## src/rtl/wrt_track.sv

```systemverilog
// Pipeline write tracker: shifts issued-instruction destination/branch info through D, X, M, W
// and keeps a per-register count of writes still in flight.
module wrt_track #(
    parameter int NREG = 8,
    parameter int RW   = 3
) (
    input  logic            clk,
    input  logic            rst_n,
    input  logic            in_valid,
    input  logic            in_regWrt,
    input  logic [RW-1:0]   in_wrtReg,
    input  logic            in_branch,
    input  logic            freeze,
    input  logic            flush,
    output logic            regWrtD,
    output logic            regWrtX,
    output logic            regWrtM,
    output logic            regWrtW,
    output logic [RW-1:0]   wrtRegD,
    output logic [RW-1:0]   wrtRegX,
    output logic [RW-1:0]   wrtRegM,
    output logic [RW-1:0]   wrtRegW,
    output logic            branchInstD,
    output logic            branchInstX,
    output logic            branchInstM,
    output logic            branchInstW,
    output logic [NREG-1:0] busy,
    output logic            retire_valid
);

    typedef struct packed {
        logic          v;
        logic          wr;
        logic [RW-1:0] rd;
        logic          br;
    } slot_t;

    slot_t      d_q, x_q, m_q, w_q;
    slot_t      d_d, x_d, m_d, w_d;
    slot_t      in_slot;
    logic       retire_q, retire_d;
    logic       acc_in;   // input enters D this edge
    logic       sq_dx;    // D and X writers are squashed this edge
    logic       ret_w;    // W advances this edge

    logic [2:0] cnt_q  [NREG];
    logic [2:0] cnt_d  [NREG];
    logic [3:0] cnt_nx [NREG];
    logic       inc    [NREG];
    logic [1:0] dec    [NREG];

    // NOTE: every combinational output gets a default before any branch so no latch is inferred.
    always_comb begin
        d_d      = d_q;
        x_d      = x_q;
        m_d      = m_q;
        w_d      = w_q;
        acc_in   = 1'b0;
        sq_dx    = 1'b0;
        ret_w    = 1'b0;
        in_slot.v  = in_valid;
        in_slot.wr = in_valid & in_regWrt;
        in_slot.rd = in_wrtReg;
        in_slot.br = in_valid & in_branch;

        if (freeze) begin
            if (flush) begin
                d_d   = '0;
                x_d   = '0;
                sq_dx = 1'b1;
            end
        end else if (flush) begin
            w_d   = m_q;
            m_d   = '0;
            x_d   = '0;
            d_d   = '0;
            sq_dx = 1'b1;
            ret_w = 1'b1;
        end else begin
            w_d    = m_q;
            m_d    = x_q;
            x_d    = d_q;
            d_d    = in_slot;
            acc_in = 1'b1;
            ret_w  = 1'b1;
        end

        retire_d = ret_w & w_q.v & w_q.wr;
    end

    // Increment and all decrements are summed together so a same-register enter/leave nets to zero.
    always_comb begin
        for (int r = 0; r < NREG; r++) begin
            inc[r] = acc_in & in_slot.wr & (in_slot.rd == RW'(r));
            dec[r] = 2'(ret_w & w_q.v & w_q.wr & (w_q.rd == RW'(r)))
                   + 2'(sq_dx & d_q.v & d_q.wr & (d_q.rd == RW'(r)))
                   + 2'(sq_dx & x_q.v & x_q.wr & (x_q.rd == RW'(r)));
            cnt_nx[r] = {1'b0, cnt_q[r]} + {3'b000, inc[r]} - {2'b00, dec[r]};
            cnt_d[r]  = cnt_nx[r][2:0];
        end
    end

    // NOTE: sequential state uses non-blocking assignments; the counters are explicitly reset
    // because pending writes must be discarded on reset.
    always_ff @(posedge clk or negedge rst_n) begin
        if (!rst_n) begin
            d_q      <= '0;
            x_q      <= '0;
            m_q      <= '0;
            w_q      <= '0;
            retire_q <= 1'b0;
            for (int r = 0; r < NREG; r++) cnt_q[r] <= '0;
        end else begin
            d_q      <= d_d;
            x_q      <= x_d;
            m_q      <= m_d;
            w_q      <= w_d;
            retire_q <= retire_d;
            for (int r = 0; r < NREG; r++) cnt_q[r] <= cnt_d[r];
        end
    end

    assign regWrtD      = d_q.v & d_q.wr;
    assign regWrtX      = x_q.v & x_q.wr;
    assign regWrtM      = m_q.v & m_q.wr;
    assign regWrtW      = w_q.v & w_q.wr;
    assign wrtRegD      = d_q.rd;
    assign wrtRegX      = x_q.rd;
    assign wrtRegM      = m_q.rd;
    assign wrtRegW      = w_q.rd;
    assign branchInstD  = d_q.v & d_q.br;
    assign branchInstX  = x_q.v & x_q.br;
    assign branchInstM  = m_q.v & m_q.br;
    assign branchInstW  = w_q.v & w_q.br;
    assign retire_valid = retire_q;

    for (genvar r = 0; r < NREG; r++) begin : g_cnt
        assign busy[r] = |cnt_q[r];

        // A wrapped 4-bit next value (13..15) means underflow; anything above 4 means overflow.
        a_cnt_range : assert property (@(posedge clk) disable iff (!rst_n) cnt_nx[r] <= 4'd4)
            else $error("wrt_track: cnt[%0d] out of range", r);
    end

endmodule

```

## config.mk

```make
export PLATFORM = sky130hd
export DESIGN_NAME = wrt_track
export DESIGN_NICKNAME = d
export VERILOG_FILES = /design/src/rtl/wrt_track.sv
export SDC_FILE = /design/constraint.sdc
export NUM_CORES = 1
export LEC_CHECK = 0
export CORE_ASPECT_RATIO = 1.4
export CORE_MARGIN = 2
export CORE_UTILIZATION = 50
export DETAILED_ROUTE_END_ITERATION = 8
export PLACE_DENSITY_LB_ADDON = 0.3
export SYNTH_ARGS = -nofsm -noshare
export SYNTH_HDL_FRONTEND = slang
export SYNTH_SLANG_ARGS = --single-unit
export TNS_END_PERCENT = 5
```

## constraint.sdc

```tcl
create_clock -name clk -period 2.7 [get_ports clk]
set_input_delay 0.54 -clock clk [delete_from_list [all_inputs] [get_ports clk]]
set_output_delay 0.54 -clock clk [all_outputs]
set_load 0.01 [all_outputs]
```

==> flow_summary.yaml <==
sta:
  min_period_ps: 2730
  fmax_mhz: 366
  setup-tns-final_ps: -80.0
  maxSlewViolCount: 0
  tightest_slew_ps: 615
  min_period_over_period: 1.01
  fin_worst_skew_ps: 9.52
  setup_violations: 3
  rsz0062_at_grt: "true"
  slew_headroom: 0.590
  fin_ws_ps: -29.1
  hold_viol: 0
outcome:
  status: "finished with violations"
  violations: "negative setup slack"
global_route:
  grt_usage: 0.183
  overflow: 0
  antenna_found_initial: 0
  grt_max_degree: 50
  first_global_vias: 2121
  grt_pass1_wl_microns: 9670
synthesis:
  synth_area_sq_um: 3010
  synth_nets: 323
  synthFlopType: "dfrtp_1"
  synth_top_area_share: 0.407
  ys_async_sr_fraction: 1.00
  synth-seq-cells: 49
  synth.distinct_cells: 33
  avgSynthCellArea_sq_um: 11.0
  synth_area_leaders: "dfrtp_1 (41%), fa_1 (11%), ha_1 (10%), inv_1 (3.9%), mux2i_1 (3.3%)"
  yosys_warnings: 0
  synth_edf_count: 0
  syn_inst: 273
  synth_top_area_cell: "dfrtp_1"
  ys_seq_area_frac: 0.407
place:
  dpl.hpwl_microns: 4370
  dpl-instance-area_sq_um: 3580
  pre_cts_ws_ps: -730
  io_buffers: 38
  finalWeightedCongestion: 0.896
  dp_cells: 388
drt:
  via_per_inst: 5.20
  num_vias: 2080
  wl_per_cell_microns: 14.0
  antenna_left: 0
  drcViolationCount: 0
  drt-initial-drc-count: 72
  drt_pass1_iterations: 4
  wl_microns: 5620
clocking:
  cts_buffer_depth: 2
  clock-sinks: 49
  path_clk_slew_ps: 90
  cts_max_level: 2
  cts_buffers: 5
  cts_tree: "done"
  cts_root_buffer: "clkbuf_8"
  clock_latency_ps: 300
setup_path:
  r2r_start: "wrtRegD[2]"
  endpoint_kind: "flop"
  reg2reg_depth: 10
  cpMostUsedCell: "inv_1"
  path_class: "flop to flop"
  r2r_end: "cnt_q[4]"
  crit_chain: "nand4_1, or3b_1, fa_1, inv_1, ha_1, inv_1, ha_1, inv_1, fa_2, inv_1"
  startpoint_type: "flop"
  rrSetupSlack_ps: -30
  cp.required_ps: 2900
  cp_data_arrival_time_ps: 2920
  slowest_delay_ps: 510
  cp_max_fo: 6
  slowest_stage: "fa_1"
floorplan:
  die_y_microns: 95.9
  die_area_sq_um: 6670
  rows: 33
  die_w_microns: 69.6
  start_util: 0.514
  core_sq_um: 5860
  ioPinCount: 39
hold_path:
  min-delay-path-class: "input port to async pin"
finish:
  seqCellArea_sq_um: 1230
  design_area_sq_um: 3730
  fillers: 473
  finalNonFillerCells: 400
  finish.utilization: 0.637
  layout-drive-gt1-share: 0.191
  fin_nets: 380
  syn_to_final_growth_pct: 23.9
  multi_input_area_sq_um: 1580
  diodes: 0
run:
  max_cap_violations: 0
power_and_ir_drop:
  p_per_area_nw_per_um2: 525
  power.leakage_nw: 1.83
  vdd_drop_max_mv: 0.283
critical path, delay by kind of cell (launching register included):
| kind | cells | cell delay, ps |
|---|---|---|
| buf+inv | 4 | 180 |
| flops | 1 | 460 |
| fa+ha+maj | 4 | 1420 |
| simple gates | 2 | 570 |
metrics by stage:
| step | hold WS [ps] | power (W) |
|---|---|---|
| after CTS | 355 | 0.00199 |
| after detailed placement | 479 | 0.00153 |
| after global placement | 462 | 0.00150 |
| final | 336 | 0.00196 |
| after floorplan | 244 | 0.00129 |
| after global routing | 387 | 0.00209 |
flip-flops by register name, indices dropped and copies added (netlist names):
signal,count
cnt_q,24
d_q,3
m_q,3
w_q,3
wrtRegD,3
wrtRegM,3
wrtRegW,3
wrtRegX,3
x_q,3
retire_valid,1
area by class of cell:
cell class	count	share of cell area
multi-input combinational	170	0.422
sequential	49	0.329
timing repair buffer	73	0.170
inverter	31	0.0312
tap	70	0.0235
clock buffer	6	0.0221
clock inverter	1	0.00201
what timing repair did:
item | in CTS | in global routing
buffers inserted | 5 | 0
hold buffers | 0 | 0
gates resized for setup | 15 | 3
endpoints found under the setup margin | 16 | 11
pin swaps | 8 | 3
Yosys cell counts, types with 2 or more instances:
| master | number |
|---|---|
| dfrtp_1 | 49 |
| inv_1 | 31 |
| ha_1 | 24 |
| nor2_1 | 18 |
| fa_1 | 16 |
| buf_4 | 12 |
| nand3b_1 | 11 |
| xnor2_1 | 11 |
| mux2i_1 | 10 |
| nand2_1 | 10 |
| and2_1 | 8 |
| or3_1 | 8 |
| mux2_2 | 6 |
| nor3_1 | 6 |
| buf_2 | 5 |
| clkbuf_1 | 5 |
| nand2b_1 | 5 |
| o21ai_0 | 5 |
| xor2_1 | 5 |
| nand3_1 | 3 |
| nand4b_1 | 3 |
| nor2b_1 | 3 |
| nor3b_1 | 3 |
| or3b_1 | 3 |
| a21oi_1 | 2 |
| and4b_1 | 2 |
| nand4_1 | 2 |
| nor4bb_1 | 2 |
metal layers:
layer  track usage  up-vias  part of all wire
met3        0.0283       12             0.033
met1         0.229     1034              0.42
met4        0.0865        0             0.028
li1              -      996                 -
met5             0        -                 0
met2         0.316       38              0.52
how the worst max path moves through the flow:
stage / endpoint / from / slack, ps
floorplan: cnt_q[5] / freeze / -140
global placement: cnt_q[23] / freeze / -680
detailed placement: cnt_q[17] / freeze / -730
CTS: cnt_q[20] / wrtRegW[2] / -40
global route: cnt_q[20] / wrtRegW[2] / -190
finish: cnt_q[4] / wrtRegD[2] / -30
layout by cell type, fill, tap and decap left out, types with 6 or more instances in the layout:
master / instances
dfrtp_1: 47
clkdlybuf4s50_1: 35
buf_4: 33
inv_1: 31
ha_1: 24
nor2_1: 18
fa_1: 13
nand3b_1: 11
nand2_1: 10
mux2i_1: 10
xnor2_1: 9
and2_1: 8
or3_1: 8
mux2_2: 6
clkbuf_8: 6
logic make-up after synthesis:
kind of cell,after synthesis,share of synthesized area
XOR/XNOR,16,0.0465
flip-flops,49,0.407
AO/OA/AOI/OAI,8,0.0145
AND/OR/NAND/NOR,90,0.184
multiplexers,16,0.0556
buffers and inverters,54,0.0868
adder cells (fa/ha/maj),40,0.206
where the power goes:
group / internal, W / total (W) / leakage (nW) / switching, W
sequential: 0.000865 / 0.000953 / 0.643 / 0.0000887
combinational: 0.000336 / 0.000566 / 1.15 / 0.000230
clock: 0.000203 / 0.000443 / 0.0433 / 0.000240
(Power assumes the default switching activity.)
